==> config.mk <==
export PLATFORM = sky130hd
export DESIGN_NAME = sha256_digest_acc_flat
export DESIGN_NICKNAME = d
export VERILOG_FILES = /design/src/rtl/sha256_digest_acc_if.sv /design/src/rtl/sha256_digest_acc.sv /design/src/flat_wrapper.sv
export SDC_FILE = /design/constraint.sdc
export NUM_CORES = 1
export LEC_CHECK = 0
export CAP_MARGIN = 30
export CORE_ASPECT_RATIO = 0.6
export CORE_MARGIN = 2
export CORE_UTILIZATION = 40
export DETAILED_ROUTE_END_ITERATION = 10
export GPL_TIMING_DRIVEN = 0
export PLACE_DENSITY = 0.68
export RECOVER_POWER = 25
export SYNTH_ARGS = -nofsm -noshare
export SYNTH_HDL_FRONTEND = slang
export SYNTH_SLANG_ARGS = --single-unit
==> constraint.sdc <==
create_clock -name clk -period 3.8 [get_ports clk]
set_input_delay 0.57 -clock clk [delete_from_list [all_inputs] [get_ports clk]]
set_output_delay 0.57 -clock clk [all_outputs]
set_load 0.005 [all_outputs]
==> src/rtl/sha256_digest_acc_if.sv <==
// sha256_digest_acc_if: block handoff, chaining-hash and digest handshake signals of the digest accumulator.
interface sha256_digest_acc_if;
  logic         init;
  logic         acc_valid;
  logic         acc_last;
  logic         acc_ready;
  logic [31:0]  in_A, in_B, in_C, in_D, in_E, in_F, in_G, in_H;
  logic [255:0] h_out;
  logic         digest_valid;
  logic         digest_ready;
  logic [255:0] digest;
  logic         busy;
  modport master (
    output init, acc_valid, acc_last, in_A, in_B, in_C, in_D, in_E, in_F, in_G, in_H, digest_ready,
    input  acc_ready, h_out, digest_valid, digest, busy
  );
  modport slave (
    input  init, acc_valid, acc_last, in_A, in_B, in_C, in_D, in_E, in_F, in_G, in_H, digest_ready,
    output acc_ready, h_out, digest_valid, digest, busy
  );
endinterface

==> src/rtl/sha256_digest_acc.sv <==
// sha256_digest_acc: adds final working variables into the chaining hash and presents the digest after the last block.
module sha256_digest_acc #(
  parameter int ADDS_PER_CYC = 1
) (
  input logic clk,
  input logic rst_n,
  sha256_digest_acc_if.slave bus
);
  typedef enum logic [1:0] {IDLE, ACC, OUT} state_t;
  localparam logic [31:0] IV [8] = '{32'h6a09e667, 32'hbb67ae85, 32'h3c6ef372, 32'ha54ff53a,
                                     32'h510e527f, 32'h9b05688c, 32'h1f83d9ab, 32'h5be0cd19};
  state_t      state_q, state_d;
  logic [2:0]  idx_q, idx_d;
  logic        last_q, last_d;
  logic        accept, acc_done;
  logic [31:0] h_q [8];
  logic [31:0] h_d [8];
  logic [31:0] s_q [8];
  logic [31:0] s_d [8];
  always_ff @(posedge clk or negedge rst_n) begin
    if (!rst_n) begin
      state_q <= IDLE;
      idx_q   <= '0;
      last_q  <= 1'b0;
      h_q     <= IV;
      s_q     <= '{default: '0};
    end else begin
      state_q <= state_d;
      idx_q   <= idx_d;
      last_q  <= last_d;
      h_q     <= h_d;
      s_q     <= s_d;
    end
  end
  always_comb begin
    accept   = bus.acc_ready && bus.acc_valid;
    acc_done = state_q == ACC && idx_q == 3'(8 - ADDS_PER_CYC);
    state_d  = state_q == IDLE ? (accept ? ACC : IDLE) :
               state_q == ACC  ? (acc_done ? (last_q ? OUT : IDLE) : ACC) :
               (bus.digest_ready ? IDLE : OUT);
    idx_d    = state_q == ACC ? idx_q + 3'(ADDS_PER_CYC) : '0;
    last_d   = accept ? bus.acc_last : last_q;
    s_d      = s_q;
    if (accept) s_d = '{bus.in_A, bus.in_B, bus.in_C, bus.in_D, bus.in_E, bus.in_F, bus.in_G, bus.in_H};
    // idx advances in whole groups, so word k belongs to the group being added when k/N == idx/N
    for (int k = 0; k < 8; k++)
      h_d[k] = (state_q == IDLE && bus.init) ? IV[k] :
               (state_q == ACC && k / ADDS_PER_CYC == int'(idx_q) / ADDS_PER_CYC) ? h_q[k] + s_q[k] : h_q[k];
  end
  assign bus.acc_ready    = state_q == IDLE && !bus.init && rst_n;
  assign bus.h_out        = {h_q[0], h_q[1], h_q[2], h_q[3], h_q[4], h_q[5], h_q[6], h_q[7]};
  assign bus.digest_valid = state_q == OUT;
  assign bus.digest       = bus.digest_valid ? bus.h_out : '0;
  assign bus.busy         = state_q != IDLE;
endmodule

==> src/flat_wrapper.sv <==
// flat-port wrapper written by rule: the top's interface ports become plain ports
module sha256_digest_acc_flat 
#(
  parameter int ADDS_PER_CYC = 1
)
  (clk, rst_n, bus_init, bus_acc_valid, bus_acc_last, bus_in_A, bus_in_B, bus_in_C, bus_in_D, bus_in_E, bus_in_F, bus_in_G, bus_in_H, bus_digest_ready, bus_acc_ready, bus_h_out, bus_digest_valid, bus_digest, bus_busy);
  sha256_digest_acc_if bus_i ();
  input logic clk;
  input logic rst_n;
  input wire logic [$bits(bus_i.init)-1:0] bus_init;
  input wire logic [$bits(bus_i.acc_valid)-1:0] bus_acc_valid;
  input wire logic [$bits(bus_i.acc_last)-1:0] bus_acc_last;
  input wire logic [$bits(bus_i.in_A)-1:0] bus_in_A;
  input wire logic [$bits(bus_i.in_B)-1:0] bus_in_B;
  input wire logic [$bits(bus_i.in_C)-1:0] bus_in_C;
  input wire logic [$bits(bus_i.in_D)-1:0] bus_in_D;
  input wire logic [$bits(bus_i.in_E)-1:0] bus_in_E;
  input wire logic [$bits(bus_i.in_F)-1:0] bus_in_F;
  input wire logic [$bits(bus_i.in_G)-1:0] bus_in_G;
  input wire logic [$bits(bus_i.in_H)-1:0] bus_in_H;
  input wire logic [$bits(bus_i.digest_ready)-1:0] bus_digest_ready;
  output wire logic [$bits(bus_i.acc_ready)-1:0] bus_acc_ready;
  output wire logic [$bits(bus_i.h_out)-1:0] bus_h_out;
  output wire logic [$bits(bus_i.digest_valid)-1:0] bus_digest_valid;
  output wire logic [$bits(bus_i.digest)-1:0] bus_digest;
  output wire logic [$bits(bus_i.busy)-1:0] bus_busy;
  assign bus_i.init = bus_init;
  assign bus_i.acc_valid = bus_acc_valid;
  assign bus_i.acc_last = bus_acc_last;
  assign bus_i.in_A = bus_in_A;
  assign bus_i.in_B = bus_in_B;
  assign bus_i.in_C = bus_in_C;
  assign bus_i.in_D = bus_in_D;
  assign bus_i.in_E = bus_in_E;
  assign bus_i.in_F = bus_in_F;
  assign bus_i.in_G = bus_in_G;
  assign bus_i.in_H = bus_in_H;
  assign bus_i.digest_ready = bus_digest_ready;
  assign bus_acc_ready = bus_i.acc_ready;
  assign bus_h_out = bus_i.h_out;
  assign bus_digest_valid = bus_i.digest_valid;
  assign bus_digest = bus_i.digest;
  assign bus_busy = bus_i.busy;
  sha256_digest_acc #(.ADDS_PER_CYC(ADDS_PER_CYC)) u_core (.clk(clk), .rst_n(rst_n), .bus(bus_i));
endmodule
Word-level counts from Yosys, hierarchy flattened
Cells that the tools add are included.
Widths: inputs -> output; s select.
{"block": "word_totals", "regBits": 518, "latch_bits": 0, "mem_bits_rw": 0, "rom_bits": 0, "output_inout_bits": 515, "wordCells": 87, "memories": 0}
{"block": "op_classes", "add_sub_neg": 9, "n_mul": 0, "div_mod_pow": 0, "magnitude_cmp": 0, "n_eq_ne": 10, "shifts": 0, "n_mux": 24, "n_bitwise": 0, "n_reduce_logical": 25}
{"op": "$mux 32", "n": 16}
{"op": "$add 32x32->32", "n": 8}
{"op": "$mux 256", "n": 1}
{"op": "$logic_not 32->1", "n": 1}
{"op": "$reduce_bool 2->1", "n": 9}
{"op": "$logic_and 1x1->1", "n": 13}
{"op": "$eq 3x3->1 const A", "n": 4}
{"op": "$mux 2", "n": 5}
{"op": "$eq 2x3->1 const A", "n": 2}
{"op": "$add 3x1->3 const B", "n": 1}
{"op": "$eq 1x3->1 const A", "n": 1}
{"op": "$eq 3x3->1 const B", "n": 1}
{"op": "$mux 3", "n": 1}
{"op": "$eq 2x1->1 const B", "n": 1}
{"op": "$eq 2x2->1 const B", "n": 1}
{"op": "$logic_not 2->1", "n": 1}
{"op": "$logic_not 1->1", "n": 1}
{"op": "$mux 1", "n": 1}

Longest topological paths before layout
{"block": "depth", "word_depth": 6, "mapped_depth": 13, "ltp_nobuf": 13}

Least setup slack after synthesis
No wires, ideal clock.
{"block": "synth_path", "path_type": "reg2reg", "from": "register u_core.h_q (netlist bit u_core.bus.h_out[64])", "to": "register u_core.h_q (netlist bit u_core.bus.h_out[94])", "arrival_time_ns": 2.997, "t_required_ns": 3.669, "slack_ns": 0.672, "path_stages_with_launch": 14, "synth_period_minus_slack_ns": 3.128, "cell_sequence": "dfrtp_1 -> ha_1 -> fa_1 -> a21o_1 -> a21oi_1 -> o21bai_1 -> a21oi_1 -> o21bai_1 -> o21ai_2 -> o21ai_2 -> a31oi_2 -> o21ai_1 -> and4_1 -> or3_1"}
{"block": "synth_via", "elab_chain_len": 3}
{"element": "from (decl)", "line_no": "sha256_digest_acc.sv:16", "text": "logic [31:0] h_q [8];"}
{"element": "from (signal assigned)", "line_no": "sha256_digest_acc.sv:25", "text": "h_q <= IV;"}
{"element": "from (signal assigned)", "line_no": "sha256_digest_acc.sv:31", "text": "h_q <= h_d;"}
{"element": "$add 32x32->32", "line_no": "sha256_digest_acc.sv:48", "text": "(state_q == ACC && k / ADDS_PER_CYC == int'(idx_q) / ADDS_PER_CYC) ? h_q[k] + s_q[k] : h_q[k];"}
{"element": "$mux 32", "line_no": "sha256_digest_acc.sv:48"}
{"element": "$mux 32", "line_no": "sha256_digest_acc.sv:47", "text": "h_d[k] = (state_q == IDLE && bus.init) ? IV[k] :"}
Every way passes these cells. The select of a mux whose other input is x is not followed.
A chain may end at the register's enable or synchronous reset.

Worst setup path in the final report
{"block": "layout_path", "from": "register u_core.state_q[0]", "to": "output port bus_digest[222]"}
{"block": "layout_via", "elab_chain_len": 2}
{"element": "from (decl)", "line_no": "sha256_digest_acc.sv:12", "text": "state_t state_q, state_d;"}
{"element": "from (signal assigned)", "line_no": "sha256_digest_acc.sv:28", "text": "state_q <= state_d;"}
{"element": "$eq 2x2->1", "line_no": "sha256_digest_acc.sv:52", "text": "assign bus.digest_valid = state_q == OUT;"}
{"element": "$mux 256", "line_no": "sha256_digest_acc.sv:53", "text": "assign bus.digest = bus.digest_valid ? bus.h_out : '0;"}
{"element": "to (decl)", "line_no": "flat_wrapper.sv:25", "text": "output wire logic [$bits(bus_i.digest)-1:0] bus_digest;"}
Every way passes these cells.

==> impl_metrics.ini <==
[sta]
whs_ps = 493
maxSlewViolCount = 155
period_needed_ps = 3650
tns_ps = 0
rsz0062_at_grt = false
max_freq_mhz = 274
tightest_slew_ps = 2530
setup_viol = 0
fin_ws_ps = 148
hold_violations = 0
fin_skew_ps = 25.7
final.period_utilization = 0.961
slew_headroom = -0.687

[setup_path]
cp-startpoint = u_core.state_q[0]$_DFF_PN0_
reg2reg_to = u_core.bus.h_out[30]$_DFFE_PN1P_
end_kind = primary output
cp_max_fo = 11
r2r_start = u_core.s_q[0]$_DFFE_PN0P_
timing_worst_setup_path_type = flop to primary output
cp.depth = 8
cp_top_family = buffers and inverters
worst-endpoint-required_ps = 3230
r2r_cells = 13
cp.arrival_ps = 3080
r2r_slack_ps = 190
crit_slowest_cell = clkdlybuf4s50_1
startpoint_type = flop
endpoint = bus_digest[222]
critPathBufInv = 6
path_cells = clkbuf_2 > nor2_4 > buf_12 > buf_1 > buf_8 > clkbuf_4 > and2_1 > clkdlybuf4s50_1
critPathMaxStageDelay_ps = 590

[clock_tree]
cts-root-buf = clkbuf_16
cts_buffers = 54
cts.sinks = 518
insertion_delay_ps = 630
htree_levels = 2
clockBufferDepth = 3
cts_tree = built
cts.reportedPaths.clkPinSlew_ps = 70

[drt]
routed_wl_um = 117000
first_pass_iters = 7
wl_per_cell_um = 22.0
drtAntennaViolNets = 0
route.detailed.drc = 0
vias = 28900
first_iter_violations = 2081
avgViaCountPerCell = 5.43

[finish]
n_fill_cell = 7249
nNetsFinal = 4696
layout.area.seq_sq_mm = 0.0131
drive_gt1_frac = 0.136
layout-area-overhead-vs-synth_pct = 35.1
multiInputGateArea_sq_mm = 0.0188
final_core_util = 0.543
final_common_cell = clkdlybuf4s50_1
mostFrequentLayoutCells = 744 x clkdlybuf4s50_1, 381 x dfrtp_1, 300 x nand2_1

[synth]
ys_ff_latch = 518
synth.cell_area_sq_mm = 0.0326
ys_seq_area_frac = 0.403
synth_edf_count = 0
synth_cell_types = 79
synth_ff_type = dfrtp_1
synthArstFlopShare = 1.00
ys_warn_count = 0
syn_avg_cell_area_sq_um = 9.84
syn-num-nets = 3839
syn_inst = 3315

[place]
dp_hpwl_um = 91700
place.gp.congestion = 0.908
portBuffers = 776
dp_slack_ps = -415

[die]
die_area_sq_mm = 0.0839
rows = 81
pin_count = 777
start_util = 0.402
core_sq_mm = 0.0811
die_h_um = 225
die_x_um = 373

[pwr]
p_leak_nw = 19.3
irDropWorstVdd_v = 0.000427
power.density_mw_per_mm2 = 923
total_power_mw = 40.7

[global_routing]
grt_first_pass_wirelength_um = 173000
grt_antenna_before_repair = 25
grt_max_degree = 114
gr-total-overflow = 0
gr-usage-all-layers = 0.272
grt_pass1_vias = 27300

[worst_hold_path]
hold_path.class = flop to flop

[flow_run]
maxCapViolCount = 2

[status]
status = finished, violations left
violations = capacitance limit, slew limit
## area by class of cell
class / count / share of cell area
inverters: 57 / 0.00486
multi-input cells: 2608 / 0.427
flip-flops and latches: 518 / 0.298
well taps: 1079 / 0.0306
plain buffers: 131 / 0.0122
diodes: 15 / 0.000852
clock buffers: 85 / 0.0389
repair buffers: 802 / 0.185
clock inverters: 15 / 0.00210
## synth_stat cells (30+ instances only)
cell | n | area (sq um)
o21ai_0 | 216 | 1080
ha_1 | 254 | 3180
xor2_1 | 101 | 885
nand3_1 | 67 | 335
nor3_1 | 31 | 155
o211ai_1 | 79 | 593
o21bai_1 | 44 | 330
clkbuf_1 | 119 | 447
inv_1 | 57 | 214
and2_1 | 265 | 1660
nand2_1 | 300 | 1130
nor2_1 | 137 | 514
mux2_2 | 257 | 2890
o21ai_1 | 35 | 175
xnor2_1 | 117 | 1020
a21oi_1 | 273 | 1370
nand2b_1 | 30 | 188
dfstp_2 | 136 | 3570
dfrtp_1 | 382 | 9560
a21o_1 | 125 | 938
## sequential cells by signal (all words and copies together), names as in the netlist
| name | count |
|---|---|
| u_core.bus.h_out | 256 |
| u_core.state_q | 2 |
| u_core.idx_q | 3 |
| u_core.s_q | 256 |
| u_core.last_q | 1 |
## per-layer routing
| metal | vias up | wire length, um | global-route usage |
|---|---|---|---|
| li1 | 13600 | - | - |
| met1 | 14100 | 54500 | 0.397 |
| met2 | 984 | 50900 | 0.406 |
| met3 | 157 | 8940 | 0.0634 |
| met4 | 12 | 2500 | 0.0667 |
| met5 | - | 79 | 0 |
## metrics by stage
stage,std cells,cell area [sq um]
after floorplan,3315,32600
after global placement,5170,41700
after detailed placement,5192,42100
after CTS,5293,44000
after global routing,5304,44000
final,5310,44100
## power by group
part	internal [mW]	switching, mW
combinational	11.3	12.8
sequential	8.45	2.59
clock	3.09	2.39
## how the worst min path moves through the flow
stage                              start                                 to  slack (ps)  depth (start not counted)
3_5_place_dp   u_core.idx_q[0]$_DFF_PN0_          u_core.idx_q[0]$_DFF_PN0_         480                          1
5_1_grt                 bus_digest_ready        u_core.state_q[1]$_DFF_PN0_         500                          2
3_3_place_gp   u_core.idx_q[0]$_DFF_PN0_          u_core.idx_q[0]$_DFF_PN0_         480                          1
2_1_floorplan                      rst_n  u_core.bus.h_out[103]$_DFFE_PN0P_         270                          0
6_report       u_core.idx_q[0]$_DFF_PN0_          u_core.idx_q[0]$_DFF_PN0_         490                          1
4_1_cts                 bus_digest_ready        u_core.state_q[1]$_DFF_PN0_         470                          2
## logic make-up after synthesis
logic type	after synthesis	synth area share
xor gates and xnor gates	218	0.0586
muxes	260	0.0897
DFF	518	0.403
AOI/OAI and AO/OA	941	0.183
adders and majority gates	262	0.102
buffers and inverters	189	0.0218
and+or+nand+nor	927	0.142
## what timing repair did
action / 4_1_cts / 5_1_grt
setup endpoints to repair: 240 / 203
pin swaps: 1 / 2
hold buffers: 2 / 0
resized for setup: 18 / 26
setup buffers: 0 / 2
hold endpoints to repair: 41 / 0
Note: power is estimated with default switching activity, not from simulation.
